`config.mk`:
```
export PLATFORM = sky130hd
export DESIGN_NAME = mig_burst_dma
export DESIGN_NICKNAME = d
export VERILOG_FILES = /design/src/rtl/mig_burst_dma_pkg.sv /design/src/rtl/dma_rr_arb.sv /design/src/rtl/mig_burst_dma.sv
export SDC_FILE = /design/constraint.sdc
export NUM_CORES = 1
export LEC_CHECK = 0
export BUFFER_PORTS_ARGS = -buffer_cell sky130_fd_sc_hd__buf_2
export CAP_MARGIN = 30
export CORE_MARGIN = 2
export CORE_UTILIZATION = 35
export CTS_BUF_LIST = sky130_fd_sc_hd__clkbuf_8
export CTS_CLUSTER_SIZE = 40
export DETAILED_ROUTE_END_ITERATION = 16
export PLACE_DENSITY = 0.65
export SLEW_MARGIN = 10
export SYNTH_ARGS = -nofsm -noshare
export SYNTH_HDL_FRONTEND = slang
export SYNTH_HIERARCHICAL = 1
export SYNTH_SLANG_ARGS = --single-unit
```
`constraint.sdc`:
```
create_clock -name clk -period 2.1 [get_ports clk]
set_input_delay 0.105 -clock clk [delete_from_list [all_inputs] [get_ports clk]]
set_output_delay 0.105 -clock clk [all_outputs]
set_load 0.01 [all_outputs]
```
`src/rtl/mig_burst_dma_pkg.sv`:
```
// Shared types and helpers for the MIG burst DMA.
// Optional statistics build: define MIG_BURST_DMA_STATS_EN.
package mig_burst_dma_pkg;

  typedef enum logic [2:0] {
    IDLE,
    WR_FILL,
    WR_CMD,
    RD_CMD,
    RD_DRAIN
  } state_t;

  localparam logic [2:0] MIG_WR = 3'b000;
  localparam logic [2:0] MIG_RD = 3'b001;

  // Burst word counters; wide enough for BURST_LEN up to 64.
  localparam int unsigned BL_CW = 7;

  function automatic logic [29:0] burst_addr(
    input logic [31:0] ptr,
    input logic [31:0] blen,
    input logic [31:0] dw
  );
    logic [31:0] a;
    a = ptr * blen * (dw >> 3);
    return a[29:0];
  endfunction

endpackage

```
`src/rtl/dma_rr_arb.sv`:
```
// Two-request round-robin arbiter for write/read bursts.
// After reset the write side wins the first tie.
module dma_rr_arb (
  input  logic clk,
  input  logic reset,
  input  logic req_w,
  input  logic req_r,
  input  logic take,
  output logic gnt_w,
  output logic gnt_r
);

  logic last_w;

  always_comb begin
    gnt_w = req_w & (~req_r | ~last_w);
    gnt_r = req_r & (~req_w | last_w);
  end

  always_ff @(posedge clk or posedge reset) begin
    if (reset) begin
      last_w <= 1'b0;
    end else if (take & (gnt_w | gnt_r)) begin
      last_w <= gnt_w;
    end
  end

endmodule

```
`src/rtl/mig_burst_dma.sv`:
```
// Burst DMA: inbound FIFO -> DDR ring via MIG -> outbound FIFO.
// Define MIG_BURST_DMA_STATS_EN for burst counters and overrun flag.
module mig_burst_dma
  import mig_burst_dma_pkg::*;
#(
  parameter int DATA_W        = 32,
  parameter int BURST_LEN     = 32,
  parameter int CNT_W         = 10,
  parameter int OB_DEPTH      = 1023,
  parameter int REGION_BURSTS = 1024
) (
  input  logic                  clk,
  input  logic                  reset,
  input  logic                  reads_en,
  input  logic                  writes_en,
  input  logic                  calib_done,
  output logic                  ib_re,
  input  logic [DATA_W-1:0]     ib_data,
  input  logic [CNT_W-1:0]      ib_count,
  input  logic                  ib_valid,
  input  logic                  ib_empty,
  output logic                  ob_we,
  output logic [DATA_W-1:0]     ob_data,
  input  logic [CNT_W-1:0]      ob_count,
  output logic                  cmd_en,
  output logic [2:0]            cmd_instr,
  output logic [29:0]           cmd_byte_addr,
  output logic [5:0]            cmd_bl_o,
  input  logic                  cmd_full,
  output logic                  wr_en,
  output logic [DATA_W-1:0]     wr_data,
  output logic [DATA_W/8-1:0]   wr_mask,
  input  logic                  wr_full,
  output logic                  rd_en_o,
  input  logic [DATA_W-1:0]     rd_data,
  input  logic                  rd_empty,
  output logic                  busy,
  output logic [$clog2(REGION_BURSTS):0] level
`ifdef MIG_BURST_DMA_STATS_EN
  ,
  output logic [31:0]           wr_bursts,
  output logic [31:0]           rd_bursts,
  output logic                  overrun
`endif
);

  localparam int LVL_W = $clog2(REGION_BURSTS) + 1;
  localparam int PTR_W = (REGION_BURSTS > 1) ? $clog2(REGION_BURSTS) : 1;
  localparam logic [BL_CW-1:0] BL = BL_CW'(BURST_LEN);

  state_t             state;
  logic [PTR_W-1:0]   wr_ptr;
  logic [PTR_W-1:0]   rd_ptr;
  logic [BL_CW-1:0]   req_cnt;
  logic [BL_CW-1:0]   done_cnt;

  logic wr_elig;
  logic rd_elig;
  logic take;
  logic gnt_w;
  logic gnt_r;
  logic in_fill;
  logic in_wcmd;
  logic in_rcmd;

  assign wr_elig = writes_en
                 & (ib_count >= CNT_W'(BURST_LEN))
                 & (level < LVL_W'(REGION_BURSTS));
  assign rd_elig = reads_en
                 & (level != '0)
                 & (ob_count <= CNT_W'(OB_DEPTH - BURST_LEN));
  assign take = (state == IDLE) & calib_done;

  dma_rr_arb u_arb (
    .clk   (clk),
    .reset (reset),
    .req_w (wr_elig),
    .req_r (rd_elig),
    .take  (take),
    .gnt_w (gnt_w),
    .gnt_r (gnt_r)
  );

  assign in_fill = (state == WR_FILL);
  assign in_wcmd = (state == WR_CMD);
  assign in_rcmd = (state == RD_CMD);

  // Every output is gated by state so IDLE (and reset) drives zeros.
  always_comb begin
    ib_re         = in_fill & (req_cnt < BL) & ~wr_full & ~ib_empty;
    wr_en         = in_fill & ib_valid;
    wr_data       = in_fill ? ib_data : '0;
    wr_mask       = '0;
    cmd_en        = (in_wcmd | in_rcmd) & ~cmd_full;
    cmd_instr     = in_rcmd ? MIG_RD : MIG_WR;
    cmd_bl_o      = (in_wcmd | in_rcmd) ? 6'(BURST_LEN - 1) : 6'd0;
    cmd_byte_addr = '0;
    if (in_wcmd)
      cmd_byte_addr = burst_addr(32'(wr_ptr), 32'(BURST_LEN), 32'(DATA_W));
    else if (in_rcmd)
      cmd_byte_addr = burst_addr(32'(rd_ptr), 32'(BURST_LEN), 32'(DATA_W));
    rd_en_o       = (state == RD_DRAIN) & (req_cnt < BL) & ~rd_empty;
    busy          = (state != IDLE);
  end

  always_ff @(posedge clk or posedge reset) begin
    if (reset) begin
      state    <= IDLE;
      wr_ptr   <= '0;
      rd_ptr   <= '0;
      level    <= '0;
      req_cnt  <= '0;
      done_cnt <= '0;
      ob_we    <= 1'b0;
      ob_data  <= '0;
    end else begin
      ob_we <= rd_en_o;
      if (rd_en_o)
        ob_data <= rd_data;
      unique case (state)
        IDLE: begin
          req_cnt  <= '0;
          done_cnt <= '0;
          if (take & gnt_w)
            state <= WR_FILL;
          else if (take & gnt_r)
            state <= RD_CMD;
        end
        WR_FILL: begin
          if (ib_re)
            req_cnt <= req_cnt + 1'b1;
          if (wr_en) begin
            if (done_cnt == BL - 1'b1) begin
              done_cnt <= '0;
              state    <= WR_CMD;
            end else begin
              done_cnt <= done_cnt + 1'b1;
            end
          end
        end
        WR_CMD: begin
          if (~cmd_full) begin
            wr_ptr <= wr_ptr + 1'b1;
            level  <= level + 1'b1;
            state  <= IDLE;
          end
        end
        RD_CMD: begin
          if (~cmd_full) begin
            rd_ptr <= rd_ptr + 1'b1;
            level  <= level - 1'b1;
            state  <= RD_DRAIN;
          end
        end
        RD_DRAIN: begin
          if (rd_en_o)
            req_cnt <= req_cnt + 1'b1;
          // Stay until the last word has reached the outbound FIFO.
          if (ob_we) begin
            if (done_cnt == BL - 1'b1)
              state <= IDLE;
            else
              done_cnt <= done_cnt + 1'b1;
          end
        end
        default: state <= IDLE;
      endcase
    end
  end

`ifdef MIG_BURST_DMA_STATS_EN
  always_ff @(posedge clk or posedge reset) begin
    if (reset) begin
      wr_bursts <= '0;
      rd_bursts <= '0;
      overrun   <= 1'b0;
    end else begin
      if (cmd_en & in_wcmd & (wr_bursts != '1))
        wr_bursts <= wr_bursts + 1'b1;
      if (cmd_en & in_rcmd & (rd_bursts != '1))
        rd_bursts <= rd_bursts + 1'b1;
      if (ib_valid & ~in_fill)
        overrun <= 1'b1;
    end
  end
`endif

endmodule

```
==> results_dict.tcl <==
set metrics [dict create \
    outcome "completed" \
    coreArea_um2 13200 \
    yosysWarnings 6 \
    fin_hold_ws_ns 0.0901 \
    p_int_uw 4560 \
    syn_avg_cell_area_um2 8.88 \
    yosysMostFrequentCell "nand2_1" \
    crit_chain "and3b_2 -> ha_1 -> nor2b_4 -> o31ai_4 -> a21oi_1 -> o21ai_0 -> o311ai_1" \
    clk_pin_slew_ns 0.08 \
    grt_overflow 0 \
    antenna_found_initial 0 \
    drt_pass1_iterations 5 \
    dieArea_um2 14400 \
    crit_path_start_kind "flop" \
    maxCapViolCount 0 \
    fin_crit_ns 2.08 \
    place_area_um2 5870 \
    clkSinkCount 82 \
    grt_start_max_net_pins 44 \
    root_buffer "clkbuf_8" \
    worstSetupEndpoint "level[8]" \
    cts_tree "yes" \
    cp_slowest_cell "dfrtp_1" \
    p_leak_uw 0.00362 \
    tns_ns 0 \
    io_pins 218 \
    stdcell_area_um2 6580 \
    cts_buffers 9 \
    r2r_end "level[8]" \
    yosysSeqAreaShare_pct 43.4 \
    vias 4581 \
    end_kind "flop" \
    row_count 42 \
    drcViolationCount 0 \
    ys_async_sr_fraction_pct 100 \
    vias_per_cell 4.81 \
    p_seq_share_pct 31.4 \
    hp-class "input port to flop" \
    grt_pass1_vias 4501 \
    antenna-diode-count 0 \
    skew_ns 0.00878 \
    synth-edff-count 0 \
    rrSetupSlack_ns 0.02 \
    syn_inst 532 \
    chipWidth_um 120 \
    synth_area_um2 4720 \
    gp_congestion 0.874 \
    portBuffers 180 \
    yosysTopAreaCell "dfrtp_1" \
    reg2reg_from "state[2]" \
    crit_arrival_ns 2.30 \
    ant_nets 0 \
    setup_violations 0 \
    worstRegToRegCells 7 \
    ys_types 58 \
    hpwl_mm 9.03 \
    drt_iter0_drc 159 \
    maxSlewHeadroom_pct 63.2 \
    crit_path_max_incr_delay_ns 0.39 \
    ir_worst_vdd_mv 0.719 \
    areaGrowthSynthToFinish_pct 39.3 \
    synth_top_cells_by_area "dfrtp_1 43%, nand2_1 10%, and3_1 5.4%, buf_4 5.1%, ha_1 3.4%" \
    share_comb_of_total_power_pct 54.3 \
    critPathMaxFanout 9 \
    worstMarginPinSlew_ns 0.551 \
    nFillCells 1204 \
    criticalPathCategory "flop to flop" \
    cts_buffer_depth 2 \
    clkPwrFrac_pct 14.2 \
    fmax_mhz 481 \
    grt_pass1_wl_mm 20.8 \
    crit_cells 7 \
    cp-startpoint "state[2]" \
    wl_mm 12.9 \
    ys_ff_latch 82 \
    p_sw_uw 3480 \
    worst_ep_required_time_ns 2.32 \
    grtUsageTotal_pct 17.8 \
    drive_above_1_share_pct 35.9 \
    synth_common_cells "132 x nand2_1, 82 x dfrtp_1, 41 x and3_1" \
    p_sw_share_pct 43.3 \
    rsz0062_at_grt "true" \
    start_util_pct 35.8 \
    hold_viol 0 \
    p_per_area_nw_per_um2 1220 \
    slew_violations 0 \
    fin_util_pct 49.9 \
    wl_per_cell_um 13.5 \
    critical_path_buf_inv_count 0 \
    finalCritPeriodShare_pct 98.9 \
    synth_top_cell_area_share_pct 43.4 \
    die_y_um 120 \
    cp_top_family "compound AO/OA/AOI/OAI gates" \
    synth_flop_cell "dfrtp_1" \
    insertion_delay_ns 0.36 \
    cts-htree-levels 3 \
    fin_nets 880 \
    power.total_uw 8040 \
]
area by class of cell:
cell class | count | area (µm²) | area share [%]
multi-input combinational | 410 | 2470 | 37.6
inverter | 14 | 68.8 | 1.05
clock inverter | 7 | 70.1 | 1.06
clock buffer | 9 | 124 | 1.88
timing repair buffer | 255 | 1570 | 23.9
tap | 176 | 220 | 3.35
sequential | 82 | 2050 | 31.2
cells by family after synthesis:
| family | Yosys count | synth area share (%) |
|---|---|---|
| buffers and inverters | 66 | 8.58 |
| xor gates and xnor gates | 29 | 5.38 |
| AOI/OAI and AO/OA | 66 | 9.03 |
| muxes | 11 | 2.38 |
| DFF | 82 | 43.4 |
| and+or+nand+nor | 263 | 27.3 |
| other | 1 | 0.0794 |
| adders and majority gates | 14 | 3.87 |
timing repair:
item                                    in CTS  in global routing
hold endpoints to repair                    55                  0
pin swaps                                   11                  7
setup buffers                               10                  1
gates resized for setup                      9                 16
hold buffers                                33                  0
endpoints found under the setup margin       4                 10
layer usage:
metal  vias to the layer above  track usage, %  part of all wire [%]
met1                      2144            22.1                    41
li1                       2217               -                     -
met2                       200            29.8                    48
met4                         0            6.40                   1.6
met3                        20            4.72                   8.7
met5                         -               0                     0
worst register-to-register path: cells and delay by family (launching register included):
kind	cells	cell delay, ns
compound gates	4	0.71
simple gates	2	0.54
fa+ha+maj	1	0.31
flops	1	0.39
power by group through the flow:
stage	Sequential [µW]	Clock, µW	Combinational, µW
3_5_place_dp	2500	0	4090
5_1_grt	2600	1250	4860
3_3_place_gp	2500	0	3970
6_report	2530	1140	4370
4_1_cts	2510	1180	4230
2_1_floorplan	2710	0	2370
state kept, by name, indices dropped and copies added, names as in the netlist:
register      count
ob_data          32
u_arb/last_w      1
state             3
req_cnt           7
level            11
rd_ptr           10
wr_ptr           10
done_cnt          7
ob_we             1
placed cells by master, fill, tap and decap left out, types with 4 or more instances in the layout:
cell type      instances
clkbuf_8               9
ha_1                  12
clkinvlp_4             4
nand2_2                4
nand2_1              129
nor3_1                 4
o21ai_0                9
inv_1                  9
a21o_1                 6
conb_1                27
nor2b_1                4
nand4_1                7
a21oi_1               11
buf_2                180
xnor2_1               18
nor2_1                26
inv_2                  4
o21ai_1                9
a31oi_1                5
and3_1                40
dlygate4sd3_1         33
xor2_1                11
nand3_1               12
buf_4                 38
dfrtp_1               81
mux2i_1                9
nand2b_1               6
per-stage QoR:
step                      cells  setup slack (ns)
after floorplan             558           -0.0750
after global placement      895           -0.0584
after detailed placement    895            -0.200
after CTS                   952            -0.168
after global routing        953            -0.143
final                       953            0.0229
worst min path at each step:
stage,startpoint,end,cells after the start
floorplan,reset,u_arb/last_w,1
global placement,reset,u_arb/last_w,2
detailed placement,reset,u_arb/last_w,2
CTS,cmd_full,state[1],3
global route,cmd_full,state[1],3
finish,cmd_full,state[1],3
Note: power is estimated with default switching activity, not from simulation.
